## src/rtl/sipo_stream_buffer_pkg.sv

```systemverilog
// sipo_stream_buffer_pkg: state encoding for the word packer
package sipo_stream_buffer_pkg;
    typedef enum logic {S_FILL = 1'b0, S_HOLD = 1'b1} state_t;
endpackage

```

## src/rtl/sipo_stream_buffer.sv

```systemverilog
// sipo_stream_buffer: handshaked serial-in/parallel-out word packer with early flush on in_last
module sipo_stream_buffer
    import sipo_stream_buffer_pkg::*;
#(
    parameter int WIDTH        = 64,
    parameter int DEPTH        = 17,
    parameter bit FIRST_AT_MSB = 1'b1
) (
    input  logic                       clk,
    input  logic                       rst,
    input  logic                       in_valid,
    output logic                       in_ready,
    input  logic [WIDTH-1:0]           in_data,
    input  logic                       in_last,
    output logic                       out_valid,
    input  logic                       out_ready,
    output logic [DEPTH*WIDTH-1:0]     out_data,
    output logic [$clog2(DEPTH+1)-1:0] out_count,
    output logic                       out_last
);
    localparam int CNT_W = $clog2(DEPTH+1);

    logic [WIDTH-1:0] r_slot [DEPTH];
    logic [CNT_W-1:0] r_cnt;
    logic             r_last;
    state_t           r_state;

    logic             w_accept;
    logic             w_drain;
    logic             w_close;
    logic [CNT_W-1:0] w_idx;
    logic [CNT_W-1:0] w_cnt_nxt;

    assign out_valid = (r_state == S_HOLD);
    assign in_ready  = !out_valid || out_ready;
    assign w_accept  = in_valid && in_ready;
    assign w_drain   = out_valid && out_ready;
    // An accept while holding always coincides with a drain, so the new word starts a fresh block at slot 0
    assign w_idx     = out_valid ? '0 : r_cnt;
    assign w_cnt_nxt = w_idx + CNT_W'(1);
    assign w_close   = w_accept && (in_last || w_cnt_nxt == CNT_W'(DEPTH));
    assign out_count = r_cnt;
    assign out_last  = r_last;

    genvar i;
    generate
        for (i = 0; i < DEPTH; i++) begin : g_slot
            localparam int HI = FIRST_AT_MSB ? (DEPTH - i) * WIDTH - 1 : (i + 1) * WIDTH - 1;
            assign out_data[HI -: WIDTH] = r_slot[i];
            // Per-slot write by index; a drain zeroes slots not being refilled this cycle
            always_ff @(posedge clk) begin
                if (rst)
                    r_slot[i] <= '0;
                else if (w_accept && w_idx == CNT_W'(i))
                    r_slot[i] <= in_data;
                else if (w_drain)
                    r_slot[i] <= '0;
            end
        end
    endgenerate

    // FILL/HOLD state, fill count and last flag; accept takes priority over a plain drain
    always_ff @(posedge clk) begin
        if (rst) begin
            r_state <= S_FILL;
            r_cnt   <= '0;
            r_last  <= 1'b0;
        end else if (w_accept) begin
            r_cnt   <= w_cnt_nxt;
            r_state <= w_close ? S_HOLD : S_FILL;
            r_last  <= w_close && in_last;
        end else if (w_drain) begin
            r_state <= S_FILL;
            r_cnt   <= '0;
            r_last  <= 1'b0;
        end
    end
endmodule

```

## config.mk

```make
export PLATFORM = sky130hd
export DESIGN_NAME = sipo_stream_buffer
export DESIGN_NICKNAME = d
export VERILOG_FILES = /design/src/rtl/sipo_stream_buffer_pkg.sv /design/src/rtl/sipo_stream_buffer.sv
export SDC_FILE = /design/constraint.sdc
export NUM_CORES = 1
export LEC_CHECK = 0
export CAP_MARGIN = 20
export CORE_AREA = 2 2 456 458
export CTS_CLUSTER_SIZE = 20
export DETAILED_ROUTE_END_ITERATION = 7
export DIE_AREA = 0 0 458 460
export SLEW_MARGIN = 20
export SYNTH_ARGS = -nofsm -noshare
export SYNTH_HDL_FRONTEND = slang
export SYNTH_SLANG_ARGS = --single-unit
export TNS_END_PERCENT = 10
```

## constraint.sdc

```tcl
create_clock -name clk -period 10 [get_ports clk]
set_input_delay 2 -clock clk [delete_from_list [all_inputs] [get_ports clk]]
set_output_delay 2 -clock clk [all_outputs]
set_load 0.005 [all_outputs]
```

==> impl_metrics.yaml, run 1 <==
outcome:
  status: "complete, no violations"
timing:
  finalCritPeriodShare_pct: 59.7
  tns_ns: 0
  final-max-slew-violation-count: 0
  fmax_ghz: 0.168
  clock_skew_ns: 0.0602
  timing.slew.headroom_pct: 16.3
  setup_viol: 0
  hold_violations: 0
  finalCriticalPeriod_ns: 5.97
  rsz0062_at_grt: "false"
  tightestPinTransition_ns: 1.25
clock_tree:
  numCtsBuffers: 117
  clock_path_buffers: 3
  post_cts_buffers: 0
  worst_skew_pair.late_latency_ns: 0.77
  hold_buffers: 0
  clock_sinks: 1095
  cts-root-buf: "clkbuf_16"
  cts.clk_slew.worst_paths_ns: 0.06
  cts_max_level: 3
  ctsResizeCount: 0
  cts_tree: "yes"
die:
  die-width_um: 458
  start_util_pct: 19.6
  design.die.area_um2: 211000
  io_pins: 1165
  coreArea_um2: 206000
  num_rows: 167
  die_h_um: 460
yosys:
  ys_types: 45
  ys_seq_area_share_pct: 81.2
  syn_area_um2: 40400
  synthTopCellsByArea: "edfxtp_1 (81%), and3_1 (6.0%), nor2_1 (4.8%), and2_1 (3.0%), clkbuf_1 (1.5%)"
  synth_edf_count: 1088
  yosys-top-cells-count: "edfxtp_1 (1088), nor2_1 (518), and3_1 (386)"
  syn_avg_cell_area_um2: 15.3
  synthArstFlopShare_pct: 0
  netlist.area_leader.share_pct: 80.8
  synthCells: 2650
  synth_most_common_cell: "edfxtp_1"
  syn_nets: 2720
  synthFlopType: "edfxtp_1"
  synth_top_area_cell: "edfxtp_1"
  yosys_warnings: 0
  ys_seq_elements: 1095
power:
  leakage_nw: 21.6
  power_frac_seq_pct: 49.7
  power_density_nw_per_um2: 183
  switchingPower_mw: 2.73
  power_mw: 10.8
  combPwrFrac_pct: 10.3
  switching_share_pct: 25.2
  clkPwrFrac_pct: 40.0
  irDropWorstVdd_mv: 0.160
  p_int_mw: 8.11
min_path:
  hp-class: "flop to flop"
setup_path:
  worstSetupPathType: "primary input to output port"
  crit_fanout: 8
  critPathArrivalTime_ns: 3.97
  endpoint_kind: "output port"
  cp-start-kind: "primary input"
  worst_ep_required_time_ns: 8.00
detailed_routing:
  ant_nets: 0
  firstDrtPassIters: 5
  viasPerCell: 4.30
  wl_um: 200000
  drc_errors: 0
  dr.first_iter.drc_count: 3538
  avgRoutedWirePerCell_um: 30.3
  route.vias.total: 28366
grt:
  antenna_found_initial: 35
  grt_pass1_vias: 27830
  grt_max_degree: 127
  grt_pass1_wl_um: 259000
  grt_overflow: 0
  grt_usage_pct: 18.2
cells_and_area:
  num-nets-final: 3843
  syn2layout_area_growth_pct: 46.6
  design_area_um2: 59300
  final_layout_size_suffix_gt1_share_pct: 7.70
placement:
  place_area_um2: 55300
  place.gp.congestion: 0.814
  place.port_buffers: 1164
  dp_hpwl_um: 141000
job:
  drv_cap: 0
[path summary, 6_finish.rpt]
kind / startpoint / to / slack (ns) / cells past startpoint
worst max-delay path: out_ready / in_ready / 4.03 / 4
worst min-delay path: out_last / out_last / 0.59 / 2
worst max register to register: out_valid / r_slot[3][24] / 6.27 / 4
worst min register to register: out_last / out_last / 0.59 / 2
[area by class of cell]
type                    count  area (um^2)
diodes                     19         47.5
clock buffers             143         3030
clock inverters            74          733
fillers                 20857       147000
inverters                   4         15.0
multi-input cells        1304         6860
flip-flops and latches   1095        32800
well taps                2704         3380
repair buffers           1251        12400
[state kept, by name, summed over array words and instances, names as in the netlist]
signal	cells
out_count	5
out_last	1
out_valid	1
r_slot	1088
[metal layers]
metal / up-vias / part of all wire [%] / track usage, %
li1: 11695 / - / -
met1: 14484 / 37 / 21.5
met2: 1825 / 48 / 30.0
met3: 354 / 12 / 6.65
met4: 8 / 3.8 / 7.31
met5: - / 0.026 / 0
[stage by stage]
stage          utilization [%]  hold slack (ns)  worst slack (ns)  instances
3_3_place_gp              26.9            0.592              4.06       6353
2_1_floorplan                -            0.535              2.28       2650
5_1_grt                   28.8            0.651              3.94       6582
6_report                  28.8            0.592              4.03       6594
3_5_place_dp              26.9            0.578              3.98       6354
4_1_cts                   28.7            0.598              4.04       6571
[power by group through the flow]
| stage | Sequential [mW] | Clock [mW] | Combinational [mW] |
|---|---|---|---|
| after CTS | 5.40 | 4.42 | 1.13 |
| after detailed placement | 5.49 | 0 | 1.13 |
| final | 5.39 | 4.34 | 1.12 |
| after global routing | 5.41 | 4.58 | 1.16 |
| after floorplan | 5.53 | 0 | 0.204 |
| after global placement | 5.48 | 0 | 1.13 |
[cell families (layout without fill, tap and decap cells)]
kind of cell             count (synthesis)  in the layout  share of synthesized area (%)
AND/OR/NAND/NOR                       1264           1264                           15.6
multiplexers                             2              2                         0.0526
AO/OA/AOI/OAI                           36             36                          0.551
adder cells (fa/ha/maj)                  1              1                         0.0309
XOR/XNOR                                 1              1                         0.0217
other                                    0             19                              0
flip-flops                            1095           1095                           81.2
buffers and inverters                  251           1472                           2.57
[critical path, cell delays in order]
cell	delay (ns)
clkdlybuf4s50_1	0.58
nor2b_1	0.75
inv_1	0.13
clkdlybuf4s50_1	0.50
[cells in the final DEF, fill, tap and decap left out, drive strengths merged, types with 2 or more instances in the layout]
cell type	synthesis	routed
nand3	4	4
clkbuf	183	143
and2	196	196
dfxtp	7	7
nand2b	4	4
inv	4	15
nand3b	2	2
clkdlybuf4s50	0	1159
buf	64	92
clkinvlp	0	2
diode	0	19
and3	386	386
a32oi	2	2
clkinv	0	54
o21ai	18	18
a21oi	6	6
nor2	519	519
nor4b	4	4
bufinv	0	7
nor3	5	5
nand2	137	137
nor4	2	2
edfxtp	1088	1088
No activity file was read; power rests on OpenSTA's default activity.
==> run 2, diff against run 1 <==
--- a/config.mk
+++ b/config.mk
@@ -6,10 +6,10 @@
 export NUM_CORES = 1
 export LEC_CHECK = 0
 export CAP_MARGIN = 20
-export CORE_AREA = 2 2 456 458
+export CORE_AREA = 2 2 454 456
 export CTS_CLUSTER_SIZE = 20
 export DETAILED_ROUTE_END_ITERATION = 7
-export DIE_AREA = 0 0 458 460
+export DIE_AREA = 0 0 456 458
 export SLEW_MARGIN = 20
 export SYNTH_ARGS = -nofsm -noshare
 export SYNTH_HDL_FRONTEND = slang
==> constraint.sdc (replaced) <==
create_clock -name clk -period 5.19 [get_ports clk]
set_input_delay 1.038 -clock clk [delete_from_list [all_inputs] [get_ports clk]]
set_output_delay 1.038 -clock clk [all_outputs]
set_load 0.005 [all_outputs]
==> run 2 against run 1 <==
- clock skew increased by 0.024 ns
- global-route usage rose by 0.38 points
- setup slack worse by 3.1 ns
- sequential share of layout area decreased by 0.63 points
- sequential cell count unchanged
- largest cell class unchanged
- clock power is 110% higher
- sequential power increased by 93%
- wire length up 1.8%
- utilization increased by 0.65 points
==> impl_metrics.yaml, run 2 (same netlist as run 1, synthesis figures left out) <==
grt:
  grt_pass1_vias: 27678
  grt_pass1_wl_um: 262000
  grt_overflow: 0
  antenna_found_initial: 34
  grt_usage_pct: 18.6
  grt_max_degree: 129
setup_path:
  cp-start-kind: "flop"
  crit_path_end: "in_ready"
  crit_chain: "nor2b_1, inv_1, clkdlybuf4s50_1"
  r2r_slack_ns: 1.99
  r2r_cells: 4
  r2r_end: "r_slot[1][21]"
  crit_family: "flip-flops"
  worstSetupPathType: "flop to output port"
  crit_fanout: 27
  path_buf_inv: 2
  max_stage_delay_ns: 0.94
  r2r-start: "out_valid"
  critPathArrivalTime_ns: 3.19
  crit_start: "out_valid"
  endpoint_kind: "output port"
  crit_slowest_cell: "dfxtp_1"
  cp_num_cells: 3
  worst_ep_required_time_ns: 4.15
timing:
  hold_violations: 0
  fmax_ghz: 0.237
  finalCriticalPeriod_ns: 4.23
  finalCritPeriodShare_pct: 81.5
  rsz0062_at_grt: "false"
  timing.slew.headroom_pct: 23.3
  setup_viol: 0
  tightestPinTransition_ns: 1.15
  final-max-slew-violation-count: 0
  clock_skew_ns: 0.0843
clock_tree:
  cts-root-buf: "clkbuf_16"
  numCtsBuffers: 118
  cts_max_level: 3
  hold_buffers: 0
  worst_skew_pair.late_latency_ns: 0.78
  post_cts_buffers: 0
  ctsResizeCount: 0
  clock_sinks: 1095
  cts.clk_slew.worst_paths_ns: 0.07
  cts_tree: "yes"
  clock_path_buffers: 3
placement:
  place.gp.congestion: 0.881
  dp.cells: 6366
  place.port_buffers: 1164
  dp_hpwl_um: 143000
power:
  leakage_nw: 22.0
  irDropWorstVdd_mv: 0.310
  power_mw: 21.5
  power_density_nw_per_um2: 359
min_path:
  hp-start: "out_last"
  hp-class: "flop to flop"
outcome:
  status: "complete, no violations"
die:
  start_util_pct: 19.8
  die_h_um: 458
  die-width_um: 456
  num_rows: 166
  coreArea_um2: 204000
  io_pins: 1165
  design.die.area_um2: 209000
detailed_routing:
  firstDrtPassIters: 7
  viasPerCell: 4.41
  ant_nets: 0
  dr.first_iter.drc_count: 3661
  route.vias.total: 29123
  drc_errors: 0
  avgRoutedWirePerCell_um: 30.8
  wl_um: 203000
cells_and_area:
  syn2layout_area_growth_pct: 48.3
  utilization_pct: 29.4
  final_cell_mix: "clkdlybuf4s50_1 (1164), edfxtp_1 (1088), nor2_1 (516)"
  final_common_cell: "clkdlybuf4s50_1"
  fill_cells: 20410
  final_layout_size_suffix_gt1_share_pct: 8.44
  top_register: "r_slot"
  num-nets-final: 3868
  instances_no_fill: 6611
  largest_reg_flops: 1088
job:
  drv_cap: 0
[run 2: how the worst min path moves through the flow]
stage	endpoint	slack, ns	depth (start not counted)
detailed placement	out_last	0.62	2
global route	out_last	0.70	2
CTS	out_last	0.64	2
finish	out_last	0.63	2
global placement	out_last	0.53	2
floorplan	out_last	0.53	2
[run 2: worst min-delay path, stage by stage, from the launching register on]
cell and delay [ns]:
dfxtp_1 0.36, a32oi_1 0.08, a21oi_1 0.14
[run 2: layer usage]
| layer | share of wire [%] | up-vias | global-route usage [%] | wire length, um |
|---|---|---|---|---|
| met5 | 0.013 | - | 0 | 27 |
| met4 | 5.4 | 4 | 9.25 | 11100 |
| met3 | 9.4 | 404 | 4.67 | 19100 |
| met2 | 50 | 2012 | 32.3 | 102000 |
| met1 | 35 | 14909 | 21.2 | 71400 |
| li1 | - | 11794 | - | - |
[run 2: metrics by stage]
step	hold slack, ns	setup TNS [ns]	area (um^2)	setup slack [ns]
2_1_floorplan	0.535	-1511.76	40400	-1.57
3_3_place_gp	0.534	0	55800	1.06
3_5_place_dp	0.623	0	55800	1.04
4_1_cts	0.638	0	59900	0.889
5_1_grt	0.702	0	59900	0.719
6_report	0.629	0	59900	0.963
[run 2: final cells by class]
cell class	instances	area, um^2	share of cell area, %
Sequential cell	1095	32800	54.7
Tap cell	2688	3360	5.61
Clock buffer	136	3020	5.04
Timing Repair Buffer	1275	12800	21.3
Antenna cell	24	60.1	0.100
Multi-Input combinational cell	1304	6860	11.5
Clock inverter	85	1030	1.72
Inverter	4	15.0	0.0250
[run 2: report_power, final]
group	switching (mW)	internal (mW)
Clock	3.81	5.10
Combinational	1.30	0.920
Sequential	0.185	10.2
Total	5.30	16.2
